$ cat config.mk
export PLATFORM = sky130hd
export DESIGN_NAME = serial_io_responder_flat
export DESIGN_NICKNAME = d
export VERILOG_FILES = /design/src/rtl/serial_io_responder_if.sv /design/src/rtl/serial_io_responder.sv /design/src/flat_wrapper.sv
export SDC_FILE = /design/constraint.sdc
export NUM_CORES = 1
export LEC_CHECK = 0
export CORE_MARGIN = 5
export CORE_UTILIZATION = 60
export DETAILED_ROUTE_END_ITERATION = 8
export PLACE_DENSITY_LB_ADDON = 0.05
export SLEW_MARGIN = 20
export SYNTH_ARGS = -nofsm -noshare
export SYNTH_HDL_FRONTEND = slang
export SYNTH_SLANG_ARGS = --single-unit
$ cat constraint.sdc
create_clock -name clock -period 3.3 [get_ports clock]
set_input_delay 0.825 -clock clock [delete_from_list [all_inputs] [get_ports clock]]
set_output_delay 0.825 -clock clock [all_outputs]
set_load 0.01 [all_outputs]
$ cat src/rtl/serial_io_responder_if.sv
// Byte-wide processor serial port plus host-link feed, grouped for serial_io_responder.
// master = processor/host side, slave = the responder.
interface serial_io_responder_if;
  logic [7:0] serial_out;
  logic       serial_wren_out;
  logic       serial_rden_out;
  logic [7:0] serial_in;
  logic       serial_valid_in;
  logic       serial_ready_in;
  logic [7:0] host_data_in;
  logic       host_valid_in;
  logic       host_ready_out;

  modport master (
    output serial_out, serial_wren_out, serial_rden_out, host_data_in, host_valid_in,
    input  serial_in, serial_valid_in, serial_ready_in, host_ready_out
  );

  modport slave (
    input  serial_out, serial_wren_out, serial_rden_out, host_data_in, host_valid_in,
    output serial_in, serial_valid_in, serial_ready_in, host_ready_out
  );
endinterface

$ cat src/rtl/serial_io_responder.sv
// Device end of the processor serial port: TX FIFO feeding an 8N1 UART, RX FIFO fed by the host.
// Define SERIAL_TX_PARITY_EN to add an even-parity bit to each TX frame.
module serial_io_responder #(
  parameter int DEPTH        = 8,
  parameter int CLKS_PER_BIT = 16
) (
  input  logic                  clock,
  input  logic                  reset,
  serial_io_responder_if.slave  bus,
  output logic                  tx_out,
  output logic                  tx_busy_out,
  output logic                  overflow_out
);

  localparam int AW = $clog2(DEPTH);
  localparam int CW = AW + 1;
  localparam int TW = $clog2(CLKS_PER_BIT);
  localparam logic [CW-1:0] FULL_CNT  = CW'(DEPTH);
  localparam logic [TW-1:0] LAST_TICK = TW'(CLKS_PER_BIT - 1);

  typedef enum logic [2:0] {
    S_IDLE,
    S_START,
    S_DATA,
`ifdef SERIAL_TX_PARITY_EN
    S_PARITY,
`endif
    S_STOP
  } state_t;

  logic [7:0]    tx_mem [DEPTH];
  logic [7:0]    rx_mem [DEPTH];

  logic [AW-1:0] tx_wr_ptr_q, tx_wr_ptr_d, tx_rd_ptr_q, tx_rd_ptr_d;
  logic [CW-1:0] tx_cnt_q, tx_cnt_d;
  logic [AW-1:0] rx_wr_ptr_q, rx_wr_ptr_d, rx_rd_ptr_q, rx_rd_ptr_d;
  logic [CW-1:0] rx_cnt_q, rx_cnt_d;
  logic          overflow_q, overflow_d;

  logic          tx_full, tx_empty, tx_push, tx_pop;
  logic          rx_full, rx_empty, rx_push, rx_pop;

  state_t        state_q, state_d;
  logic [TW-1:0] timer_q, timer_d;
  logic [2:0]    idx_q, idx_d;
  logic [7:0]    shift_q, shift_d;
`ifdef SERIAL_TX_PARITY_EN
  logic          parity_q, parity_d;
`endif
  logic          tx_line;

  // FIFO bookkeeping; a same-cycle pop never frees the slot for a write.
  always_comb begin
    tx_full  = (tx_cnt_q == FULL_CNT);
    tx_empty = (tx_cnt_q == '0);
    rx_full  = (rx_cnt_q == FULL_CNT);
    rx_empty = (rx_cnt_q == '0);

    tx_push  = bus.serial_wren_out & ~tx_full;
    rx_push  = bus.host_valid_in & ~rx_full;
    rx_pop   = bus.serial_rden_out & ~rx_empty;

    tx_wr_ptr_d = tx_push ? tx_wr_ptr_q + AW'(1) : tx_wr_ptr_q;
    tx_rd_ptr_d = tx_pop  ? tx_rd_ptr_q + AW'(1) : tx_rd_ptr_q;
    rx_wr_ptr_d = rx_push ? rx_wr_ptr_q + AW'(1) : rx_wr_ptr_q;
    rx_rd_ptr_d = rx_pop  ? rx_rd_ptr_q + AW'(1) : rx_rd_ptr_q;

    case ({tx_push, tx_pop})
      2'b10:   tx_cnt_d = tx_cnt_q + CW'(1);
      2'b01:   tx_cnt_d = tx_cnt_q - CW'(1);
      default: tx_cnt_d = tx_cnt_q;
    endcase
    case ({rx_push, rx_pop})
      2'b10:   rx_cnt_d = rx_cnt_q + CW'(1);
      2'b01:   rx_cnt_d = rx_cnt_q - CW'(1);
      default: rx_cnt_d = rx_cnt_q;
    endcase

    overflow_d = overflow_q | (bus.serial_wren_out & tx_full);
  end

  always_ff @(posedge clock) begin
    if (tx_push) tx_mem[tx_wr_ptr_q] <= bus.serial_out;
    if (rx_push) rx_mem[rx_wr_ptr_q] <= bus.host_data_in;
  end

  assign bus.serial_ready_in = ~tx_full;
  assign bus.host_ready_out  = ~rx_full;
  assign bus.serial_valid_in = ~rx_empty;
  assign bus.serial_in       = rx_empty ? 8'h00 : rx_mem[rx_rd_ptr_q];

  always_comb begin
    state_d  = state_q;
    timer_d  = timer_q;
    idx_d    = idx_q;
    shift_d  = shift_q;
`ifdef SERIAL_TX_PARITY_EN
    parity_d = parity_q;
`endif
    tx_pop   = 1'b0;
    tx_line  = 1'b1;

    case (state_q)
      S_IDLE: begin
        if (!tx_empty) begin
          tx_pop   = 1'b1;
          shift_d  = tx_mem[tx_rd_ptr_q];
`ifdef SERIAL_TX_PARITY_EN
          parity_d = ^tx_mem[tx_rd_ptr_q];
`endif
          timer_d  = '0;
          state_d  = S_START;
        end
      end
      S_START: begin
        tx_line = 1'b0;
        if (timer_q == LAST_TICK) begin
          timer_d = '0;
          idx_d   = 3'd0;
          state_d = S_DATA;
        end else begin
          timer_d = timer_q + TW'(1);
        end
      end
      S_DATA: begin
        tx_line = shift_q[0];
        if (timer_q == LAST_TICK) begin
          timer_d = '0;
          shift_d = {1'b0, shift_q[7:1]};
          if (idx_q == 3'd7) begin
`ifdef SERIAL_TX_PARITY_EN
            state_d = S_PARITY;
`else
            state_d = S_STOP;
`endif
          end else begin
            idx_d = idx_q + 3'd1;
          end
        end else begin
          timer_d = timer_q + TW'(1);
        end
      end
`ifdef SERIAL_TX_PARITY_EN
      S_PARITY: begin
        tx_line = parity_q;
        if (timer_q == LAST_TICK) begin
          timer_d = '0;
          state_d = S_STOP;
        end else begin
          timer_d = timer_q + TW'(1);
        end
      end
`endif
      S_STOP: begin
        tx_line = 1'b1;
        if (timer_q == LAST_TICK) begin
          timer_d = '0;
          state_d = S_IDLE;
        end else begin
          timer_d = timer_q + TW'(1);
        end
      end
      default: state_d = S_IDLE;
    endcase
  end

  // Line level decodes straight from state so reset forces it high with no clock.
  assign tx_out       = tx_line;
  assign tx_busy_out  = (state_q != S_IDLE);
  assign overflow_out = overflow_q;

  always_ff @(posedge clock or negedge reset) begin
    if (!reset) begin
      tx_wr_ptr_q <= '0;
      tx_rd_ptr_q <= '0;
      tx_cnt_q    <= '0;
      rx_wr_ptr_q <= '0;
      rx_rd_ptr_q <= '0;
      rx_cnt_q    <= '0;
      overflow_q  <= 1'b0;
      state_q     <= S_IDLE;
      timer_q     <= '0;
      idx_q       <= 3'd0;
      shift_q     <= 8'h00;
`ifdef SERIAL_TX_PARITY_EN
      parity_q    <= 1'b0;
`endif
    end else begin
      tx_wr_ptr_q <= tx_wr_ptr_d;
      tx_rd_ptr_q <= tx_rd_ptr_d;
      tx_cnt_q    <= tx_cnt_d;
      rx_wr_ptr_q <= rx_wr_ptr_d;
      rx_rd_ptr_q <= rx_rd_ptr_d;
      rx_cnt_q    <= rx_cnt_d;
      overflow_q  <= overflow_d;
      state_q     <= state_d;
      timer_q     <= timer_d;
      idx_q       <= idx_d;
      shift_q     <= shift_d;
`ifdef SERIAL_TX_PARITY_EN
      parity_q    <= parity_d;
`endif
    end
  end

endmodule

$ cat src/flat_wrapper.sv
// flat-port wrapper written by rule: the top's interface ports become plain ports
module serial_io_responder_flat 
#(
  parameter int DEPTH        = 8,
  parameter int CLKS_PER_BIT = 16
)
  (clock, reset, tx_out, tx_busy_out, overflow_out, bus_serial_out, bus_serial_wren_out, bus_serial_rden_out, bus_host_data_in, bus_host_valid_in, bus_serial_in, bus_serial_valid_in, bus_serial_ready_in, bus_host_ready_out);
  serial_io_responder_if bus_i ();
  input  logic clock;
  input  logic reset;
  output logic tx_out;
  output logic tx_busy_out;
  output logic overflow_out;
  input wire logic [$bits(bus_i.serial_out)-1:0] bus_serial_out;
  input wire logic [$bits(bus_i.serial_wren_out)-1:0] bus_serial_wren_out;
  input wire logic [$bits(bus_i.serial_rden_out)-1:0] bus_serial_rden_out;
  input wire logic [$bits(bus_i.host_data_in)-1:0] bus_host_data_in;
  input wire logic [$bits(bus_i.host_valid_in)-1:0] bus_host_valid_in;
  output wire logic [$bits(bus_i.serial_in)-1:0] bus_serial_in;
  output wire logic [$bits(bus_i.serial_valid_in)-1:0] bus_serial_valid_in;
  output wire logic [$bits(bus_i.serial_ready_in)-1:0] bus_serial_ready_in;
  output wire logic [$bits(bus_i.host_ready_out)-1:0] bus_host_ready_out;
  assign bus_i.serial_out = bus_serial_out;
  assign bus_i.serial_wren_out = bus_serial_wren_out;
  assign bus_i.serial_rden_out = bus_serial_rden_out;
  assign bus_i.host_data_in = bus_host_data_in;
  assign bus_i.host_valid_in = bus_host_valid_in;
  assign bus_serial_in = bus_i.serial_in;
  assign bus_serial_valid_in = bus_i.serial_valid_in;
  assign bus_serial_ready_in = bus_i.serial_ready_in;
  assign bus_host_ready_out = bus_i.host_ready_out;
  serial_io_responder #(.DEPTH(DEPTH), .CLKS_PER_BIT(CLKS_PER_BIT)) u_core (.clock(clock), .reset(reset), .bus(bus_i), .tx_out(tx_out), .tx_busy_out(tx_busy_out), .overflow_out(overflow_out));
endmodule
# Yosys cells after proc, flatten, opt, wreduce, memory -nomap -nowiden

Memories as Yosys holds them, arrays and structs flattened.
Index checks and enable logic that the tools add are counted.

Logic and storage cells: 87
Register bits: 39
Latch bits: 0
RAM bits: 128
Memories kept: 2
Output and inout bits: 14
Input port bits: 21
Bits in read-only memories: 0

Mux-type cells: 25
Shifts and indexed selects: 0
Div/mod/pow operators: 0
$lt $le $gt $ge: 0
Multiply operators: 0
Equal/unequal tests: 17
Reduce and logical (&&, ||, !) cells: 14
Bitwise logic cells: 8
Add/sub/neg operators: 10

Memories:

| name          | depth | width | rd ports | clocked after Yosys merged registers in | write ports | RTL line                  | source |
|---|---|---|---|---|---|---|---|
| u_core.rx_mem | 8     | 8     | 1        | 0                                       | 1           | serial_io_responder.sv:32 | `logic [7:0] rx_mem [DEPTH];` |
| u_core.tx_mem | 8     | 8     | 1        | 0                                       | 1           | serial_io_responder.sv:31 | `logic [7:0] tx_mem [DEPTH];` |

Operators with widths:

| kind                  | count |
|---|---|
| $mux W8               | 3 |
| $pmux W4 S2           | 3 |
| $mux W3               | 7 |
| $pmux W8 S2           | 1 |
| $add A3 B1 Y3 const B | 5 |
| $add A4 B1 Y4 const B | 3 |
| $eq A4 B4 Y1 const B  | 3 |
| $pmux W3 S4           | 1 |
| $reduce_bool A2 Y1    | 5 |
| $logic_not A4 Y1      | 2 |
| $mux W4               | 2 |
| $ne A2 B1 Y1 const B  | 4 |
| $sub A4 B1 Y4 const B | 2 |
| $eq A3 B2 Y1 const B  | 2 |
| $mux W1               | 6 |
| $pmux W3 S2           | 1 |
| $reduce_and A5 Y1     | 1 |
| $and A1 B1 Y1         | 4 |
| $eq A2 B1 Y1 const B  | 2 |
| $eq A2 B2 Y1 const B  | 2 |
| $ne A2 B2 Y1 const B  | 2 |
| $reduce_and A4 Y1     | 1 |
| $eq A3 B1 Y1 const B  | 1 |
| $eq A3 B3 Y1 const B  | 1 |
| 8 further kinds       | 10 |

# Depth between registers and ports, before layout

Gate-level depths: netlist (run 1).

Depth after elaboration: 5
Depth in mapped cells: 12
Gate-level depth less buffers: 11

# Least setup slack after synthesis (run 1)

Ideal clock, no wire load.

Path kind: input-to-reg
Start: input port bus_serial_wren_out
End: memory u_core.tx_mem[0][0] (enable)
Path slack: 0.828 ns
Arrival time: 2.077 ns
Stages on the path: 3
Data required time: 2.905 ns
Setup time: 0.395 ns
Path through: nor2b_1 inv_2 nor4_1

Cells in the longest elaborated chain, start to end: 3

Ends and longest elaborated chain:

| element                       | RTL line                  | source |
|---|---|---|
| start, declared               | flat_wrapper.sv:15        | `input wire logic [$bits(bus_i.serial_wren_out)-1:0] bus_serial_wren_out;` |
| $and A1 B1 Y1                 | serial_io_responder.sv:59 | `tx_push = bus.serial_wren_out & ~tx_full;` |
| $mux W1                       | serial_io_responder.sv:83 | `if (tx_push) tx_mem[tx_wr_ptr_q] <= bus.serial_out;` |
| $mux W1 (not written as such) | serial_io_responder.sv:83 |  |
| end, declared                 | serial_io_responder.sv:31 |  |

Every way passes these cells.

# Worst setup path after layout (run 1)

Start: register u_core.rx_rd_ptr_q[0]
End: output port bus_serial_in[6]

Cells in the longest elaborated chain, start to end: 2

Ends and longest elaborated chain:

| element                | RTL line                   | source |
|---|---|---|
| start, declared        | serial_io_responder.sv:36  | `logic [AW-1:0] rx_wr_ptr_q, rx_wr_ptr_d, rx_rd_ptr_q, rx_rd_ptr_d;` |
| start signal, assigned | serial_io_responder.sv:193 | `rx_rd_ptr_q <= rx_rd_ptr_d;` |
| $mem_v2 Z8 W8          | n/a                        |  |
| $mux W8                | serial_io_responder.sv:90  | `assign bus.serial_in = rx_empty ? 8'h00 : rx_mem[rx_rd_ptr_q];` |
| end, declared          | flat_wrapper.sv:19         | `output wire logic [$bits(bus_i.serial_in)-1:0] bus_serial_in;` |

Every way passes these cells.

==> flow_summary.yaml, run 1 <==
route:
  drc_errors: 0
  drt-total-wl_um: 12200
  dr.pass1.iters: 4
  wire_per_inst_um: 19.7
  vias: 3651
  viasPerCell: 5.91
  drtIter0Drc: 245
  antenna_left: 0
sta:
  slew_headroom: 0.403
  period_minus_slack_ns: 3.08
  rsz0062_at_grt: "no"
  report.final.slew_viol_count: 0
  tns_ns: 0
  final.period_utilization: 0.933
  hold_viol_final: 0
  max_freq_mhz: 325
  skew_ns: 0.0258
  setup_viol: 0
  worst_slew_pin_slew_ns: 0.896
placed_design:
  io_buffers: 34
  gp_congestion: 0.756
  placed_area_um2: 7640
  hpwl_um: 7750
power_and_ir_drop:
  power_frac_clock: 0.233
  p_comb_frac: 0.336
  peakVddDrop_mv: 0.555
  cellInternalPower_mw: 5.07
  switching_power_mw: 2.32
  power_density_nw_per_um2: 905
  leakagePower_nw: 2.94
  p_sw_frac: 0.314
  seq_power_share: 0.431
cts:
  cts_root_buf: "clkbuf_16"
  clkSinkCount: 166
  cts-htree-levels: 4
  clk-insertion-delay-late_ns: 0.43
  post_cts_buffers: 0
  cts_tree: "done"
  cts_resized: 1
  clk_pin_slew_ns: 0.06
  cts_made_buffers: 17
  holdBufCountCts: 0
  cts_buffer_depth: 2
logic_synthesis:
  ys_ff_latch: 166
  yosysTopAreaCell: "edfxtp_1"
  synth_cell_type_count: 50
  syn_avg_cell_area_um2: 17.5
  synthCells: 408
  synth_top_area_share: 0.539
  synth_nets: 447
  ys_seq_area_frac: 0.673
  netlist_area_um2: 7130
  ys_warn_count: 0
  synthTopCellsByArea: "edfxtp_1 54%, dfrtp_1 13%, mux4_2 7.6%"
grt:
  grt_first_pass_wirelength_um: 19700
  grt_pass1_vias: 3787
  grt_usage: 0.186
  grt_max_degree: 39
  grt_overflow: 0
  grt_antenna_before_repair: 0
floorplan:
  ios: 35
  die_x_um: 119
  coreArea_um2: 11500
  rows: 39
  floorplan.initialDensity: 0.619
  die_y_um: 119
  dieArea_um2: 14200
final_layout:
  final_cell_area_um2: 8170
  drive_gt1_frac: 0.192
  diodes: 0
  fin_util: 0.709
  fin_nets: 501
  syn2layout_area_growth_pct: 14.6
worst_setup_path:
  critical_path_class: "reg2out"
  crit_path_start_kind: "flop"
  path_max_fanout: 18
  worst_ep_required_time_ns: 2.47
  arrival_ns: 2.25
  end_kind: "primary output"
status:
  status: "completed"
job:
  cap_violations: 0
min_path:
  hold_path_class: "reg2reg"
==> stage by stage <==
step	hold WS (ns)	cells	total power, mW	setup WS (ns)
after detailed placement	0.471	586	5.74	0.373
after global routing	0.506	618	7.84	0.114
final	0.473	618	7.39	0.222
after CTS	0.484	618	7.49	0.157
after global placement	0.437	586	5.65	0.475
after floorplan	0.447	408	5.01	0.828
==> cell usage in the layout (no fill, tap or decap), types with 17 or more instances in the layout <==
master,n
edfxtp_1,128
buf_4,19
ha_1,18
mux2i_1,18
mux4_2,24
nand2_1,18
dfrtp_1,37
nor2_1,18
clkdlybuf4s50_1,33
clkbuf_16,17
==> flip-flops by register name (all words and copies together) (netlist names) <==
name / count
u_core.rx_cnt_q: 4
u_core.overflow_out: 1
u_core.rx_rd_ptr_q: 3
u_core.tx_cnt_q: 4
u_core.state_q: 2
u_core.tx_wr_ptr_q: 3
u_core.rx_mem: 64
u_core.tx_mem: 64
u_core.shift_q: 8
u_core.timer_q: 4
u_core.rx_wr_ptr_q: 3
u_core.tx_rd_ptr_q: 3
u_core.idx_q: 3
==> Yosys cell counts (all sizes together) <==
cell     number
edfxtp      128
dfrtp        38
mux4         32
nor2         19
ha           18
mux2i        18
nand2        18
mux2         15
buf          12
o21ai        12
nor3         11
inv           9
xnor2         9
xor2          9
a21oi         8
clkbuf        7
nor4          6
a22o          5
nand2b        5
nand3         5
a211oi        3
nor2b         3
nor4b         2
o22ai         2
a2111oi       1
a21o          1
a22oi         1
and2          1
and3          1
and4          1
nand3b        1
nand4bb       1
nor4bb        1
o21bai        1
o22a          1
o31ai         1
o32ai         1
or4           1
==> path summary, 6_finish.rpt <==
| kind | from | endpoint | slack, ns | cells after the start |
|---|---|---|---|---|
| max | u_core.rx_rd_ptr_q[0]$_DFFE_PN0P_ | bus_serial_in[6] | 0.22 | 5 |
| min | u_core.overflow_out$_DFF_PN0_ | u_core.overflow_out$_DFF_PN0_ | 0.47 | 1 |
| max reg2reg | u_core.rx_cnt_q[1]$_DFFE_PN0P_ | u_core.rx_cnt_q[2]$_DFFE_PN0P_ | 0.55 | 10 |
| min reg2reg | u_core.overflow_out$_DFF_PN0_ | u_core.overflow_out$_DFF_PN0_ | 0.47 | 1 |
| max in group asynchronous | reset | u_core.rx_rd_ptr_q[1]$_DFFE_PN0P_ | 2.15 | 1 |
| min in group asynchronous | reset | u_core.idx_q[0]$_DFFE_PN0P_ | 0.53 | 1 |
==> cell type report <==
cell class                      count  area, µm²
Clock buffer                       22        464
Sequential cell                   166       4800
Clock inverter                     10       58.8
Tap cell                          143        179
Fill cell                         748       3350
Multi-Input combinational cell    214       2140
Inverter                            9       33.8
Timing Repair Buffer               54        498
==> per-layer routing <==
| metal | track usage | up-vias | part of all wire |
|---|---|---|---|
| met5 | 0 | - | 0 |
| met4 | 0.0724 | 0 | 0.011 |
| met3 | 0.0540 | 10 | 0.035 |
| met2 | 0.317 | 61 | 0.54 |
| met1 | 0.224 | 1870 | 0.42 |
| li1 | - | 1710 | - |
==> critical path, stage by stage (launching register included) <==
cell and delay, ns:
dfrtp_1 0.37, buf_12 0.20, mux4_2 0.52, mux2i_1 0.18, nor2_1 0.06, clkdlybuf4s50_1 0.51
==> power groups by stage <==
stage / logic, mW / clock network, mW / registers, mW
global route: 2.74 / 1.85 / 3.25
floorplan: 2.02 / 0 / 2.99
finish: 2.48 / 1.72 / 3.19
detailed placement: 2.51 / 0 / 3.22
CTS: 2.53 / 1.77 / 3.19
global placement: 2.45 / 0 / 3.20
==> cells by family after synthesis <==
family | Yosys count | share of synthesized area
DFF | 166 | 0.673
and+or+nand+nor | 76 | 0.0565
muxes | 65 | 0.155
AOI/OAI and AO/OA | 37 | 0.0349
buffers and inverters | 28 | 0.0272
xor gates and xnor gates | 18 | 0.0221
adders and majority gates | 18 | 0.0316
(Power assumes the default switching activity.)
==> inputs of run 2 (changes only) <==
--- a/config.mk
+++ b/config.mk
@@ -5,7 +5,7 @@
 export SDC_FILE = /design/constraint.sdc
 export NUM_CORES = 1
 export LEC_CHECK = 0
-export CORE_MARGIN = 5
+export ABC_CLOCK_PERIOD_IN_PS = 3300
 export CORE_UTILIZATION = 60
 export DETAILED_ROUTE_END_ITERATION = 8
 export PLACE_DENSITY_LB_ADDON = 0.05
==> run 2 against run 1 <==
  * The run now ends with DRC left
  * Sequential share of layout area decreased by 0.57 points
  * Flip-flop and latch count did not move
  * Count of clock-buffer cells in the layout down 4
  * Die area shrank 13%
  * Utilization is 0.70 points higher
  * Cell count is 0.16% higher
  * Cell area rose by 0.98%
  * Setup slack got worse by 0.015 ns
  * Highest routed layer unchanged
==> flow_summary.yaml, run 2 (same netlist as run 1, synthesis figures left out) <==
route:
  wire_per_inst_um: 19.4
  vias: 3619
  dr.pass1.iters: 7
  drtIter0Drc: 179
  antenna_left: 0
  drt-total-wl_um: 12000
  viasPerCell: 5.85
  drc_errors: 2
worst_setup_path:
  worst_ep_required_time_ns: 2.47
  arrival_ns: 2.27
  crit_path_start_kind: "flop"
  path_max_fanout: 18
  r2r_setup_slack_ns: 0.71
  critical_path_class: "reg2out"
  end_kind: "primary output"
placed_design:
  io_buffers: 34
  gp_congestion: 0.791
  placed_area_um2: 7640
  hpwl_um: 7590
power_and_ir_drop:
  cellInternalPower_mw: 5.27
  leakagePower_nw: 2.98
  power_frac_clock: 0.261
  power_density_nw_per_um2: 928
  switching_power_mw: 2.38
  p_sw_frac: 0.311
  peakVddDrop_mv: 0.548
  p_comb_frac: 0.319
  seq_power_share: 0.421
grt:
  grt_max_degree: 39
  grt_antenna_before_repair: 0
  grt_overflow: 0
  gr-max-usage-layer: "met2"
  grtUsageMet2: 0.383
  met1_usage: 0.261
  grt_first_pass_wirelength_um: 19900
  use_met3: 0.0585
  grt_pass1_vias: 3857
  grt_usage: 0.218
floorplan:
  ios: 35
  rows: 39
  dieArea_um2: 12300
  die_x_um: 111
  die_y_um: 111
  floorplan.initialDensity: 0.619
  coreArea_um2: 11500
sta:
  hold_slack_ns: 0.464
  max_freq_mhz: 323
  final.period_utilization: 0.937
  setup_viol: 0
  slew_headroom: 0.408
  rsz0062_at_grt: "no"
  skew_ns: 0.00554
  worst_slew_pin_slew_ns: 0.888
  report.final.slew_viol_count: 0
  tns_ns: 0
  period_minus_slack_ns: 3.09
  hold_viol_final: 0
cts:
  post_cts_buffers: 0
  clk-insertion-delay-late_ns: 0.41
  cts_root_buf: "clkbuf_16"
  cts-htree-levels: 4
  cts_buffer_depth: 2
  holdBufCountCts: 0
  clk_pin_slew_ns: 0.06
  cts_made_buffers: 17
  clkSinkCount: 166
  cts_tree: "done"
final_layout:
  diodes: 0
  fin_nets: 502
  fillers: 724
  final_cell_mix: "128 x edfxtp_1, 37 x dfrtp_1, 33 x clkdlybuf4s50_1"
  layout_commonest_cell: "edfxtp_1"
  largestRegisters: "u_core.rx_mem: 64 flops, u_core.tx_mem: 64 flops, u_core.shift_q: 8 flops"
  syn2layout_area_growth_pct: 15.7
  final_cell_area_um2: 8250
  drive_gt1_frac: 0.200
status:
  status: "finished with violations"
  violations: "DRC"
job:
  cap_violations: 0
min_path:
  hold_path_class: "reg2reg"
run 2: cell types whose count changed in the layout (fill, tap and decap cells not counted):
cell,previous run,this run
buf_12,1,0
buf_4,19,20
buf_6,0,1
bufinv_16,0,3
clkbuf_1,3,1
clkbuf_8,2,0
clkinv_1,1,0
clkinv_2,5,2
clkinv_4,0,2
clkinvlp_4,4,3
inv_6,0,4
run 2: path summary, 6_finish.rpt:
check                                                  start  cells past startpoint                           endpoint
max                        u_core.rx_rd_ptr_q[0]$_DFFE_PN0P_                      5                   bus_serial_in[7]
min                            u_core.overflow_out$_DFF_PN0_                      1      u_core.overflow_out$_DFF_PN0_
max reg2reg                   u_core.tx_cnt_q[1]$_DFFE_PN0P_                     10     u_core.tx_cnt_q[2]$_DFFE_PN0P_
min reg2reg                    u_core.overflow_out$_DFF_PN0_                      1      u_core.overflow_out$_DFF_PN0_
max in group asynchronous                              reset                      1  u_core.rx_rd_ptr_q[1]$_DFFE_PN0P_
min in group asynchronous                              reset                      1     u_core.rx_cnt_q[3]$_DFFE_PN0P_
run 2: layer usage:
layer  wire length [µm]  part of all wire
met2               6340              0.53
met3                467             0.039
met4                138             0.011
met5                  0                 0
met1               5070              0.42
run 2: critical path, stage by stage (launching register included):
cell	delay, ns
dfrtp_1	0.34
buf_6	0.25
mux4_2	0.52
mux2i_1	0.20
nor2_1	0.06
clkdlybuf4s50_1	0.47
run 2: final cells by class:
type                            instances  area, µm²  area share
Clock buffer                           18        429      0.0520
Clock inverter                         14        175      0.0212
Inverter                                9       33.8     0.00410
Multi-Input combinational cell        214       2140       0.259
Sequential cell                       166       4800       0.581
Tap cell                              143        179      0.0217
Timing Repair Buffer                   55        497      0.0602
run 2: metrics by stage:
stage / cells / power [mW] / util / setup slack, ns
3_5_place_dp: 587 / 5.72 / 0.663 / 0.439
2_1_floorplan: 408 / 5.01 / - / 0.828
6_report: 619 / 7.65 / 0.716 / 0.208
4_1_cts: 619 / 7.73 / 0.716 / 0.0598
3_3_place_gp: 587 / 5.62 / 0.663 / 0.518
5_1_grt: 619 / 8.11 / 0.716 / 0.0633
run 2: power groups by stage:
stage / combinational (mW) / sequential [mW] / clock [mW]
detailed placement: 2.46 / 3.25 / 0
CTS: 2.48 / 3.22 / 2.03
global placement: 2.39 / 3.22 / 0
finish: 2.44 / 3.22 / 1.99
floorplan: 2.02 / 2.99 / 0
global route: 2.71 / 3.29 / 2.11
run 2: repair_timing:
action / CTS / global route
endpoints found under the setup margin: 0 / 7
hold endpoints to repair: 0 / 0
gates resized for setup: 0 / 2
